===== src/rtl/core_pkg.sv =====
// Shared types and encodings for the core sequencer.
package core_pkg;

  typedef enum logic [2:0] {
    IDLE  = 3'd0,
    LOAD  = 3'd1,
    DRAIN = 3'd2,
    WB    = 3'd3,
    FIN   = 3'd4
  } state_e;

  localparam int unsigned INST_W = 2;

  localparam logic [INST_W-1:0] INST_NONE  = 2'b00;
  localparam logic [INST_W-1:0] INST_KLOAD = 2'b01;
  localparam logic [INST_W-1:0] INST_EXEC  = 2'b10;

  localparam logic MODE_KLOAD = 1'b0;
  localparam logic MODE_EXEC  = 1'b1;

  // Array instruction that accompanies every L0 write for a given command mode.
  function automatic logic [INST_W-1:0] inst_for(input logic mode);
    return (mode == MODE_EXEC) ? INST_EXEC : INST_KLOAD;
  endfunction

endpackage


===== src/rtl/core_rd_stream.sv =====
// Input-SRAM read streamer: issues reads, tracks the 1-cycle return and
// forwards words into L0, parking one word in a hold register under back-pressure.
module core_rd_stream
  import core_pkg::*;
#(
  parameter int unsigned bw     = 4,
  parameter int unsigned row    = 8,
  parameter int unsigned addr_w = 11
) (
  input  logic                  clk,
  input  logic                  reset,
  input  logic                  clr,
  input  logic                  en,
  input  logic                  mode,
  input  logic [addr_w-1:0]     rd_base,
  input  logic [addr_w:0]       len,
  input  logic                  l0_full,
  input  logic [row*bw-1:0]     sram_q,
  output logic                  sram_cen,
  output logic [addr_w-1:0]     sram_a,
  output logic                  l0_wr,
  output logic [row*bw-1:0]     l0_din,
  output logic [INST_W-1:0]     inst,
  output logic                  last_c
);

  localparam int unsigned DW = row * bw;
  localparam int unsigned CW = addr_w + 1;

  logic [CW-1:0] issued;
  logic [CW-1:0] written;
  logic          pend;
  logic          hold_v;
  logic [DW-1:0] hold_q;
  logic          issue_c;

  // A new read is only launched when the previous return has a guaranteed slot.
  always_comb begin
    issue_c  = en && (issued < len) && !l0_full && !hold_v;
    sram_cen = !issue_c;
    sram_a   = '0;
    if (issue_c) sram_a = rd_base + issued[addr_w-1:0];
    l0_wr    = en && (hold_v || pend) && !l0_full;
    l0_din   = '0;
    if (l0_wr) l0_din = hold_v ? hold_q : sram_q;
    inst     = l0_wr ? inst_for(mode) : INST_NONE;
    last_c   = l0_wr && ((written + CW'(1)) == len);
  end

  always_ff @(posedge clk or posedge reset) begin
    if (reset) begin
      issued  <= '0;
      written <= '0;
      pend    <= 1'b0;
      hold_v  <= 1'b0;
      hold_q  <= '0;
    end else if (clr) begin
      issued  <= '0;
      written <= '0;
      pend    <= 1'b0;
      hold_v  <= 1'b0;
    end else begin
      pend <= issue_c;
      if (issue_c) issued <= issued + CW'(1);
      if (l0_wr) written <= written + CW'(1);
      // Returning word that L0 refuses is parked until the first free cycle.
      if (en && pend && l0_full) begin
        hold_v <= 1'b1;
        hold_q <= sram_q;
      end else if (hold_v && !l0_full) begin
        hold_v <= 1'b0;
      end
    end
  end

endmodule


===== src/rtl/core_ctrl.sv =====
// Core sequencer: start/done command FSM, L0 streaming via core_rd_stream
// and output-FIFO drain into the psum SRAM.
module core_ctrl
  import core_pkg::*;
#(
  parameter int unsigned bw      = 4,
  parameter int unsigned psum_bw = 16,
  parameter int unsigned row     = 8,
  parameter int unsigned col     = 8,
  parameter int unsigned addr_w  = 11
) (
  input  logic                     clk,
  input  logic                     reset,
  input  logic                     start,
  input  logic                     mode,
  input  logic [addr_w-1:0]        rd_base,
  input  logic [addr_w-1:0]        wb_base,
  input  logic [addr_w:0]          len,
  output logic                     busy,
  output logic                     done,
  output logic                     sram_cen,
  output logic                     sram_wen,
  output logic [addr_w-1:0]        sram_a,
  input  logic [row*bw-1:0]        sram_q,
  output logic                     l0_wr,
  output logic [row*bw-1:0]        l0_din,
  input  logic                     l0_full,
  output logic [1:0]               inst,
  input  logic                     ofifo_valid,
  input  logic [col*psum_bw-1:0]   ofifo_dout,
  output logic                     ofifo_rd,
  output logic                     psum_cen,
  output logic                     psum_wen,
  output logic [addr_w-1:0]        psum_a,
  output logic [col*psum_bw-1:0]   psum_d
);

  localparam int unsigned CW = addr_w + 1;

  state_e            state;
  state_e            state_nx;
  logic              mode_q;
  logic [addr_w-1:0] rd_base_q;
  logic [addr_w-1:0] wb_base_q;
  logic [CW-1:0]     len_q;
  logic [CW-1:0]     popped;
  logic              load_c;
  logic              drain_c;
  logic              pop_c;
  logic              last_wr_c;

  assign sram_wen = 1'b1;

  core_rd_stream #(
    .bw     (bw),
    .row    (row),
    .addr_w (addr_w)
  ) u_rd_stream (
    .clk      (clk),
    .reset    (reset),
    .clr      (state == IDLE),
    .en       (load_c),
    .mode     (mode_q),
    .rd_base  (rd_base_q),
    .len      (len_q),
    .l0_full  (l0_full),
    .sram_q   (sram_q),
    .sram_cen (sram_cen),
    .sram_a   (sram_a),
    .l0_wr    (l0_wr),
    .l0_din   (l0_din),
    .inst     (inst),
    .last_c   (last_wr_c)
  );

  // Next state and same-cycle FIFO-to-psum writeback.
  always_comb begin
    state_nx = state;
    load_c   = (state == LOAD);
    drain_c  = (state == DRAIN) || (state == WB);
    pop_c    = drain_c && ofifo_valid;
    ofifo_rd = pop_c;
    psum_cen = !pop_c;
    psum_wen = !pop_c;
    psum_a   = '0;
    psum_d   = '0;
    if (pop_c) begin
      psum_a = wb_base_q + popped[addr_w-1:0];
      psum_d = ofifo_dout;
    end
    case (state)
      IDLE:  if (start) state_nx = (len == '0) ? FIN : LOAD;
      LOAD:  if (last_wr_c) state_nx = (mode_q == MODE_EXEC) ? DRAIN : FIN;
      DRAIN,
      WB: begin
        if (pop_c) state_nx = ((popped + CW'(1)) == len_q) ? FIN : WB;
        else       state_nx = DRAIN;
      end
      FIN:     state_nx = IDLE;
      default: state_nx = IDLE;
    endcase
  end

  always_ff @(posedge clk or posedge reset) begin
    if (reset) begin
      state <= IDLE;
      busy  <= 1'b0;
      done  <= 1'b0;
    end else begin
      state <= state_nx;
      busy  <= (state_nx == LOAD) || (state_nx == DRAIN) || (state_nx == WB);
      done  <= (state_nx == FIN);
    end
  end

  // Command latch and writeback counter.
  always_ff @(posedge clk or posedge reset) begin
    if (reset) begin
      mode_q    <= MODE_KLOAD;
      rd_base_q <= '0;
      wb_base_q <= '0;
      len_q     <= '0;
      popped    <= '0;
    end else if (state == IDLE) begin
      popped <= '0;
      if (start) begin
        mode_q    <= mode;
        rd_base_q <= rd_base;
        wb_base_q <= wb_base;
        len_q     <= len;
      end
    end else if (pop_c) begin
      popped <= popped + CW'(1);
    end
  end

endmodule


===== config.mk =====
export PLATFORM = sky130hd
export DESIGN_NAME = core_ctrl
export DESIGN_NICKNAME = d
export VERILOG_FILES = /design/src/rtl/core_pkg.sv /design/src/rtl/core_rd_stream.sv /design/src/rtl/core_ctrl.sv
export SDC_FILE = /design/constraint.sdc
export NUM_CORES = 1
export LEC_CHECK = 0
export ABC_AREA = 0
export BUFFER_PORTS_ARGS = -buffer_cell sky130_fd_sc_hd__buf_2
export CAP_MARGIN = 15
export CORE_MARGIN = 2
export CORE_UTILIZATION = 30
export DETAILED_ROUTE_END_ITERATION = 6
export GPL_TIMING_DRIVEN = 0
export HOLD_SLACK_MARGIN = 0.03
export PLACE_DENSITY = 0.62
export SLEW_MARGIN = 20
export SYNTH_ARGS = -nofsm -noshare
export SYNTH_HDL_FRONTEND = slang
export SYNTH_SLANG_ARGS = --single-unit

===== constraint.sdc =====
create_clock -name clk -period 4.1 [get_ports clk]
set_clock_uncertainty 0.05 [all_clocks]
set_input_delay 0.82 -clock clk [delete_from_list [all_inputs] [get_ports clk]]
set_output_delay 0.82 -clock clk [all_outputs]
set_load 0.01 [all_outputs]

# Word level (Yosys, flattened, before mapping)
# Cells that the tools add are included.
[op_classes]
shift = 0
bitwise_logic = 1
mux = 24
magnitude_cmp = 1
n_eq_ne = 9
n_mul = 0
div_mod_pow = 0
n_reduce_logical = 27
n_addsub = 5
[op_table]
columns = ["cell", "n"]
rows = [
  ["2-to-1 mux 128 bit", 1],
  ["2-to-1 mux 12 bit", 6],
  ["2-to-1 mux 32 bit", 2],
  ["adder 12 x 1 -> 12 bit (second input constant)", 3],
  ["== test 12 bit", 2],
  ["adder 11 bit", 2],
  ["2-to-1 mux 11 bit", 2],
  ["2-to-1 mux 3 bit", 6],
  ["== test 3 x 2 -> 1 bit (second input constant)", 4],
  ["zero test 12 bit", 1],
  ["less-than comparator 12 bit", 1],
  ["logical AND 1 bit", 10],
  ["one-hot mux 3 bit (3 select lines)", 1],
  ["== test 3 x 1 -> 1 bit (second input constant)", 2],
  ["nonzero test 2 bit", 3],
  ["zero test 1 bit", 4],
  ["logical OR 1 bit", 4],
  ["2-to-1 mux 1 bit", 4],
  ["2-to-1 mux 2 bit", 2],
  ["AND reduction 2 bit", 2],
  ["== test 3 bit (second input constant)", 1],
  ["zero test 3 bit", 1],
  ["nonzero test 3 bit", 1],
  ["OR reduction 2 bit", 1],
  ["NOT 1 bit", 1],
]
[word_totals]
out_inout_bits = 192
rom_bits = 0
n_memories = 0
word_cells = 80
reg_bits = 110
in_bits = 200
ram_bits = 0
latchBits = 0

# Longest topological paths before layout
# Gate-level depths: netlist of the first run.
[depth]
depth_word = 9
depth_mapped = 11
depth_no_buf = 9

# By module
# Synthesis of the first run repeated with hierarchy kept, for this count alone.
[hier_totals]
cells_unflattened = 891
hier_area_um2 = 8087.8
[modules_own_cells]
columns = ["module", "seq_area_each_um2", "area_per_inst_um2", "cells_per_inst", "n_inst"]
rows = [
  ["core_rd_stream", 1451.4, 4111.4, 444, 1],
  ["core_ctrl", 1301.2, 3976.3, 447, 1],
]

# Least setup slack after synthesis of the first run
# No wires, ideal clock.
[synth_path]
path_kind = "reg2out"
start = "reg u_rd_stream.issued[0]"
end = "out sram_a[10]"
setup_slack_ns = 0.931
path_buffers = 0
required_time_ns = 3.230
arrival_time_ns = 2.299
path_stages_with_launch = 10
cell_sequence = "dfrtp_1 ha_1 fa_1 a21o_1 a211oi_1 nor2_1 o41ai_1 o21ai_0 xnor2_1 nor2_1"
[synth_between]
elab_chain_cells = 5
elab_cells_between_ends = 6
classes_between = "add/sub (1); order compare (1); mux (1); reduce/logical (3)"
[synth_lines]
columns = ["element", "line_no", "rtl"]
rows = [
  ["from (decl)", "core_rd_stream.sv:30", "logic [CW-1:0] issued;"],
  ["from (signal assigned)", "core_rd_stream.sv:64", "if (issue_c) issued <= issued + CW'(1);"],
  ["less-than comparator 12 bit", "core_rd_stream.sv:39", "issue_c = en && (issued < len) && !l0_full && !hold_v;"],
  ["logical AND 1 bit (3 in a row)", "core_rd_stream.sv:39", ""],
  ["2-to-1 mux 11 bit (*)", "core_rd_stream.sv:42", "if (issue_c) sram_a = rd_base + issued[addr_w-1:0];"],
  ["to (decl)", "core_ctrl.sv:23", "output logic [addr_w-1:0] sram_a,"],
]
# Every way passes the cells marked *; elsewhere a longest branch is shown, timed or not.

# Worst setup path in the final report of the first run
# Ends and elaborated chain as after synthesis.

==> results of run 1 <==
-- cell families after synthesis --
logic type               count (synthesis)  share of synthesized area
multiplexers                            87                      0.122
buffers and inverters                   93                     0.0465
flip-flops                             110                      0.357
XOR/XNOR                                52                     0.0608
AND/OR/NAND/NOR                        347                      0.238
other                                    1                   0.000486
adder cells (fa/ha/maj)                 36                     0.0603
AO/OA/AOI/OAI                          146                      0.115
-- worst paths after layout --
kind / from / end / slack [ns] / cells after the start
max reg2reg: popped[1] / busy / 1.26 / 9
max in group asynchronous: reset / popped[1] / 2.92 / 3
min: reset / rd_base_q[8] / 0.40 / 2
min reg2reg: popped[11] / popped[11] / 0.46 / 1
max: u_rd_stream.issued[0] / sram_a[10] / 0.19 / 10
min in group clk: popped[11] / popped[11] / 0.46 / 1
-- area by class of cell --
| type | count | area (sq um) |
|---|---|---|
| timing repair buffer | 391 | 1980 |
| clock buffer | 9 | 225 |
| clock inverter | 7 | 65.1 |
| buffer | 66 | 259 |
| sequential | 110 | 2750 |
| multi-input combinational | 669 | 4610 |
| fill | 2656 | 14800 |
| inverter | 27 | 106 |
| antenna | 1 | 2.50 |
| tap | 330 | 413 |
-- synth_stat cells, drive strengths merged (3+ instances only) --
cell      n  area, sq um
o21a      5         37.5
a21oi    31          155
ha       34          425
clkbuf   55          208
and4      3         27.5
mux2     55          619
inv      27          101
o211ai    5         37.5
dfrtp   110         2750
nand4    10         62.6
and2      6         37.5
xor2     21          184
nor2b     5         31.3
o21bai    4         30.0
or3       8         50.1
o31ai    12         90.1
mux2i    32          320
nand3    22          115
a21o      4         30.0
or2       3         18.8
xnor2    30          263
nor3      8         40.0
and3    135          845
o41ai     3         26.3
buf      11         50.0
nor4      5         31.3
o21ai    61          309
nand2    53          199
nor2     76          285
a211oi    6         45.0
or4       6         45.0
nand2b    3         18.8
-- sequential cells by signal (all words and copies together) (netlist names) --
signal and count:
u_rd_stream.written 12, busy 1, u_rd_stream.issued 12, u_rd_stream.hold_q 32
popped 12, done 1, u_rd_stream.hold_v 1, rd_base_q 11
state 3, u_rd_stream.pend 1, len_q 12, wb_base_q 11
mode_q 1
-- cell usage in the layout (no fill, tap or decap), types with 30 or more instances in the layout --
cell | netlist | layout
mux2_2 | 55 | 55
a21oi_1 | 31 | 30
dfrtp_1 | 110 | 110
buf_2 | 1 | 391
clkbuf_1 | 54 | 54
nor2_1 | 76 | 76
nand2_1 | 53 | 53
xnor2_1 | 30 | 30
and3_1 | 135 | 135
ha_1 | 34 | 34
mux2i_1 | 32 | 32
o21ai_0 | 59 | 59
-- what timing repair did --
action | CTS | global route
resized for setup | 0 | 2
setup endpoints to repair | 0 | 12
buffers inserted | 0 | 0
-- per-stage QoR --
step | setup slack (ns) | std cells | total power [uW]
after floorplan | 0.328 | 872 | 3730
after global placement | -1.17 | 1592 | 4650
after detailed placement | 0.455 | 1593 | 4730
after CTS | 0.0885 | 1609 | 5630
after global routing | 0.0146 | 1610 | 6040
final | 0.186 | 1610 | 5580
-- worst register-to-register path, stage by stage, from the launching register on --
cell      delay (ns)
dfrtp_1         0.52
ha_1            0.32
and4_2          0.24
clkbuf_1        0.24
nor2b_1         0.33
xnor2_1         0.11
nor4_1          0.26
nand4_1         0.25
o21ai_2         0.21
nand3_1         0.15
-- power breakdown --
group	leakage (uW)	internal [uW]	switching, uW
clock	0.000144	427	457
combinational	0.00422	1290	1590
sequential	0.00138	1480	334
-- layer usage --
layer | track usage | routed length (um)
met1 | 0.279 | 13100
met2 | 0.417 | 16600
met3 | 0.0568 | 2580
met4 | 0.0858 | 1120
met5 | 0 | 77
==> flow_metrics.py, run 1 <==
metrics = {
    "status": {
        "outcome": "complete, no violations",
    },
    "critical_path": {
        "path_buf_inv": 1,
        "max_stage_delay_ns": 0.44,
        "cp_top_family": "compound AO/OA/AOI/OAI gates",
        "required_ns": 3.23,
        "arrival_ns": 3.04,
        "worstSetupPathType": "reg2out",
        "cp_max_fo": 6,
        "cp_common_cell": "nor2_1",
        "crit_path_start_kind": "register",
        "crit_slowest_cell": "dfrtp_1",
        "path_cells": "ha_1 -> fa_1 -> a21o_1 -> a211oi_1 -> nor2_1 -> o41ai_1 -> o21ai_0 -> xnor2_1 -> nor2_1 -> buf_2",
        "critPathCaptureType": "output port",
    },
    "logic_synthesis": {
        "synth_cells": 872,
        "synthesis.area_sq_um": 7720,
        "ys_types": 57,
        "avgSynthCellArea_sq_um": 8.85,
        "yosysWarnings": 0,
        "async_flop_share": 1.00,
        "yosysSeqAreaShare": 0.357,
        "synth_fp_nets": 1108,
        "synth_ff_type": "dfrtp_1",
        "synth_edf_count": 0,
        "ys_ff_latch": 110,
    },
    "sta": {
        "finalCriticalPeriod_ns": 3.91,
        "timing_hold_violations_final": 0,
        "worst_pin_slew_ns": 0.735,
        "slew_violations": 0,
        "min_period_over_period": 0.955,
        "whs_ns": 0.397,
        "fmax_mhz": 256,
        "rsz0062_at_grt": "false",
        "setup_violations": 0,
        "tns_ns": 0,
        "slew_headroom": 0.510,
    },
    "clock_tree": {
        "cts_buffers": 9,
        "cts_tree": "done",
        "cts_root_buf": "clkbuf_16",
        "cts.sinks": 110,
        "htreeDepth": 3,
        "clk_latency_ns": 0.37,
        "holdBufCountCts": 0,
        "clockBufferDepth": 2,
        "path_clk_slew_ns": 0.08,
    },
    "global_routing": {
        "globalRoute.totalOverflow": 0,
        "grt_pass1_vias": 7710,
        "antenna_found_initial": 7,
        "grt_pass1_wl_mm": 47.1,
        "grt_usage": 0.236,
        "grt_start_max_net_pins": 73,
    },
    "final_layout": {
        "nets": 1510,
        "fin_area_sq_um": 10400,
        "utilization": 0.412,
        "layout-drive-gt1-share": 0.373,
        "syn_to_final_growth_pct": 34.9,
    },
    "drt": {
        "dr.pass1.iters": 7,
        "postRouteAntennaNets": 0,
        "routedWlPerCell_um": 20.8,
        "vias": 8130,
        "drcViolationCount": 0,
        "routed_wl_mm": 33.5,
        "drt_iter0_drc": 526,
        "via_per_inst": 5.05,
    },
    "power": {
        "p_per_area_nw_per_um2": 536,
        "vdd_drop_max_uv": 321,
        "p_leak_uw": 0.00574,
    },
    "floorplanning": {
        "start_util": 0.306,
        "core_area_sq_um": 25300,
        "die_h_um": 164,
        "rows": 58,
        "io_pins": 392,
        "dieArea_sq_um": 27000,
        "chipWidth_um": 164,
    },
    "run": {
        "cap_viol_max_count": 0,
    },
    "place": {
        "dp_hpwl_mm": 28.2,
        "gp_congestion": 0.937,
        "placed_area_sq_um": 10100,
        "port-buffer-count": 390,
    },
    "worst_hold_path": {
        "hold_class": "in2async",
    },
}
(Power assumes the default switching activity.)
==> run 2: changes to the inputs <==
--- a/config.mk
+++ b/config.mk
@@ -13,7 +13,7 @@
 export DETAILED_ROUTE_END_ITERATION = 6
 export GPL_TIMING_DRIVEN = 0
 export HOLD_SLACK_MARGIN = 0.03
-export PLACE_DENSITY = 0.62
+export PLACE_DENSITY = 0.61
 export SLEW_MARGIN = 20
 export SYNTH_ARGS = -nofsm -noshare
 export SYNTH_HDL_FRONTEND = slang
==> flow_metrics.py, run 2 (synthesis results as in run 1) <==
metrics = {
    "status": {
        "outcome": "complete, no violations",
    },
    "critical_path": {
        "worstSetupPathType": "reg2out",
        "reg2reg_slack_ns": 1.37,
        "rr_endpoint": "u_rd_stream.issued[4]",
        "cp_max_fo": 10,
        "r2r_start": "len_q[9]",
        "r2r.worst_path.cells": 10,
        "arrival_ns": 2.89,
        "required_ns": 3.23,
        "crit_path_start_kind": "register",
        "critPathCaptureType": "output port",
    },
    "clock_tree": {
        "cts.sinks": 110,
        "cts_setup_buffers": 0,
        "clockBufferDepth": 2,
        "cts_buffers": 9,
        "holdBufCountCts": 0,
        "clk_latency_ns": 0.37,
        "path_clk_slew_ns": 0.08,
        "cts-resized-gates": 0,
        "htreeDepth": 3,
        "cts_tree": "done",
        "cts_root_buf": "clkbuf_16",
    },
    "place": {
        "dp_hpwl_mm": 28.0,
        "placed_area_sq_um": 10100,
        "pre_cts_ws_ns": 0.450,
        "port-buffer-count": 390,
        "gp_congestion": 0.941,
    },
    "final_layout": {
        "nets": 1510,
        "layout-drive-gt1-share": 0.373,
        "fin_area_sq_um": 10400,
        "largest_reg_flops": 32,
        "mostFrequentLayoutCell": "buf_2",
        "top_register": "u_rd_stream.hold_q",
        "final_cell_mix": "391 x buf_2, 135 x and3_1, 110 x dfrtp_1, 76 x nor2_1, 59 x o21ai_0",
        "syn_to_final_growth_pct": 35.1,
    },
    "sta": {
        "fmax_mhz": 266,
        "fin_ws_ns": 0.342,
        "finalCriticalPeriod_ns": 3.76,
        "timing_hold_violations_final": 0,
        "whs_ns": 0.399,
        "worst_pin_slew_ns": 0.728,
        "rsz0062_at_grt": "false",
        "slew_headroom": 0.511,
        "min_period_over_period": 0.916,
        "slew_violations": 0,
        "setup_violations": 0,
    },
    "drt": {
        "postRouteAntennaNets": 0,
        "routedWlPerCell_um": 20.8,
        "drcViolationCount": 0,
        "via_per_inst": 5.03,
        "vias": 8094,
        "routed_wl_mm": 33.4,
        "dr.pass1.iters": 5,
        "drt_iter0_drc": 575,
    },
    "floorplanning": {
        "die_h_um": 164,
        "chipWidth_um": 164,
        "core_area_sq_um": 25300,
        "rows": 58,
        "dieArea_sq_um": 27000,
        "io_pins": 392,
        "start_util": 0.306,
    },
    "global_routing": {
        "grt_start_max_net_pins": 74,
        "grt_pass1_wl_mm": 47.7,
        "grt_pass1_vias": 7724,
        "grt_usage": 0.240,
        "antenna_found_initial": 9,
        "globalRoute.totalOverflow": 0,
    },
    "power": {
        "power.total_uw": 5590,
        "p_leak_uw": 0.00574,
        "p_per_area_nw_per_um2": 536,
        "vdd_drop_max_uv": 364,
    },
    "worst_hold_path": {
        "hold_class": "in2async",
    },
    "run": {
        "cap_viol_max_count": 0,
    },
}
[run 2: worst max path at each step]
stage / start / endpoint / slack, ns / cells after the start
after floorplan: reset / busy / 0.33 / 1
after global placement: reset / wb_base_q[3] / -1.18 / 2
after detailed placement: l0_full / inst[0] / 0.45 / 7
after CTS: len_q[5] / sram_a[3] / 0.15 / 10
after global routing: u_rd_stream.issued[0] / sram_a[10] / 0.09 / 10
final: len_q[9] / sram_a[3] / 0.34 / 10
[run 2: final cells by class]
class                      count  area [sq um]
fill                        2618         14800
multi-input combinational    669          4620
sequential                   110          2750
timing repair buffer         391          1980
tap                          330           413
buffer                        66           259
clock buffer                   9           225
inverter                      27           106
clock inverter                 6          68.8
antenna                        2          5.00
[run 2: power by group]
part | switching (uW) | internal, uW | leakage, uW
registers | 336 | 1480 | 0.00138
logic | 1580 | 1290 | 0.00423
clock network | 427 | 476 | 0.000142
[run 2: critical path, cell delays in order (launching register included)]
cell      delay [ns]
dfrtp_1         0.46
inv_1           0.09
ha_1            0.31
a211o_1         0.27
or2_2           0.27
a41oi_1         0.24
a21oi_2         0.12
clkbuf_1        0.24
clkbuf_2        0.24
nor2_1          0.15
buf_2           0.14
[run 2: routing by layer]
layer  wire, um  global-route usage
met5         91                   0
met4        572              0.0534
met3       2490              0.0600
met2      16800               0.429
met1      13400               0.290
[run 2: stage by stage]
stage,util,instances,TNS [ns]
global placement,0.399,1592,-128.70
global route,0.413,1608,0
CTS,0.412,1608,0
floorplan,-,872,0
finish,0.413,1610,0
detailed placement,0.401,1593,0
==> run 3: changes to the inputs <==
==> constraint.sdc (replaced) <==
create_clock -name clk -period 4.1 [get_ports clk]
set_clock_uncertainty 0.05 [all_clocks]
set_input_delay 0.205 -clock clk [delete_from_list [all_inputs] [get_ports clk]]
set_output_delay 0.205 -clock clk [all_outputs]
set_load 0.01 [all_outputs]
==> flow_metrics.py, run 3 (synthesis results as in run 1) <==
metrics = {
    "final_layout": {
        "top_register": "u_rd_stream.hold_q",
        "ff_latch_area_sq_um": 2750,
        "largest_reg_flops": 32,
        "layout-drive-gt1-share": 0.360,
        "layout.cells.non_filler": 1648,
        "nets": 1547,
        "syn_to_final_growth_pct": 39.8,
        "fillCellCount": 2590,
        "mostFrequentLayoutCell": "buf_2",
        "multi_input_area_sq_um": 4610,
        "final_cell_mix": "391 x buf_2, 135 x and3_1, 110 x dfrtp_1, 76 x nor2_1, 59 x o21ai_0",
    },
    "floorplanning": {
        "core_area_sq_um": 25300,
        "start_util": 0.306,
        "dieArea_sq_um": 27000,
        "io_pins": 392,
        "chipWidth_um": 164,
        "rows": 58,
        "die_h_um": 164,
    },
    "sta": {
        "slew_violations": 0,
        "setup_violations": 0,
        "worst_pin_slew_ns": 0.716,
        "finalCriticalPeriod_ns": 3.34,
        "fmax_mhz": 299,
        "min_period_over_period": 0.816,
        "timing_hold_violations_final": 0,
        "rsz0062_at_grt": "false",
        "slew_headroom": 0.519,
        "tns_ns": 0,
    },
    "critical_path": {
        "max_stage_delay_ns": 0.47,
        "reg2reg_slack_ns": 1.24,
        "crit_slowest_cell": "a21oi_1",
        "path_buf_inv": 4,
        "cp_max_fo": 10,
        "rr_endpoint": "u_rd_stream.issued[4]",
        "worstSetupStartpoint": "len_q[5]",
        "worstSetupPathType": "reg2out",
        "crit_path_start_kind": "register",
        "cp_top_family": "buffers and inverters",
        "arrival_ns": 3.09,
        "path_cells": "inv_1 -> ha_1 -> nor2b_1 -> o21ai_0 -> o21a_1 -> a21oi_1 -> clkbuf_1 -> buf_1 -> nor2_1 -> buf_2",
        "critPathCaptureType": "output port",
        "r2r.worst_path.cells": 10,
        "r2r_start": "len_q[5]",
        "required_ns": 3.85,
    },
    "status": {
        "outcome": "complete, no violations",
    },
    "clock_tree": {
        "cts.sinks": 110,
        "cts-resized-gates": 0,
        "htreeDepth": 3,
        "cts_tree": "done",
        "path_clk_slew_ns": 0.08,
        "cts_root_buf": "clkbuf_16",
        "cts_buffers": 9,
        "clk_latency_ns": 0.37,
        "holdBufCountCts": 34,
        "clockBufferDepth": 2,
        "cts_setup_buffers": 0,
    },
    "global_routing": {
        "antenna_found_initial": 9,
        "grt_start_max_net_pins": 74,
        "grt_usage": 0.242,
        "globalRoute.totalOverflow": 0,
        "grt_pass1_vias": 7861,
        "grt_pass1_wl_mm": 48.2,
    },
    "run": {
        "cap_viol_max_count": 0,
    },
    "place": {
        "dp_hpwl_mm": 28.0,
        "gp_congestion": 0.941,
        "port-buffer-count": 390,
        "dpl.cell_count": 1593,
    },
    "drt": {
        "routedWlPerCell_um": 20.5,
        "dr.pass1.iters": 5,
        "drt_iter0_drc": 564,
        "via_per_inst": 5.00,
        "drcViolationCount": 0,
        "postRouteAntennaNets": 0,
        "routed_wl_mm": 33.7,
        "vias": 8235,
    },
    "worst_hold_path": {
        "worstHoldPathCells": 2,
        "hold_start": "sram_q[13]",
        "min_to": "u_rd_stream.hold_q[13]",
        "hold_class": "in2reg",
    },
    "power": {
        "vdd_drop_max_uv": 361,
        "p_per_area_nw_per_um2": 520,
        "p_leak_uw": 0.00589,
    },
}
run 3: layer usage:
metal / track usage / share of wire
met1: 0.293 / 0.40
met2: 0.430 / 0.50
met4: 0.0609 / 0.020
met5: 0 / 0.0027
met3: 0.0603 / 0.076
run 3: cell type report:
class,instances,area share
diodes,3,0.000696
plain buffers,66,0.0239
clock buffers,9,0.0209
clock inverters,6,0.00638
inverters,27,0.00986
multi-input cells,669,0.427
flip-flops and latches,110,0.255
well taps,330,0.0383
repair buffers,428,0.218
run 3: power breakdown:
group | leakage, uW | switching [uW] | internal (uW)
combinational | 0.00437 | 1580 | 1310
clock | 0.000142 | 424 | 476
sequential | 0.00138 | 338 | 1480
total | 0.00589 | 2350 | 3270
run 3: how the worst max path moves through the flow:
stage                         endpoint  slack, ns  cells after the start
after global placement    wb_base_q[3]      -0.57                      2
after floorplan                   busy       0.94                      1
final                        sram_a[3]       0.76                     10
after global routing         sram_a[3]       0.43                     11
after detailed placement     sram_a[3]       1.17                     10
after CTS                    sram_a[3]       0.76                     10
run 3: metrics by stage:
step	setup WS, ns	hold WS (ns)	utilization	power (uW)	area [sq um]
global placement	-0.567	0.389	0.399	4670	10100
global route	0.429	0.0348	0.427	6090	10800
detailed placement	1.17	0.183	0.401	4720	10100
finish	0.756	0.0378	0.427	5610	10800
CTS	0.761	0.0302	0.426	5670	10800
floorplan	0.943	0.263	-	3730	7720
run 3: worst register-to-register path, cell delays in order (launching register included):
cell	delay [ns]
dfrtp_1	0.45
inv_1	0.14
ha_1	0.32
nor2b_1	0.13
o21ai_0	0.08
o21a_1	0.11
a21oi_1	0.47
clkbuf_1	0.38
clkbuf_1	0.35
o21ai_0	0.15
a21oi_1	0.14
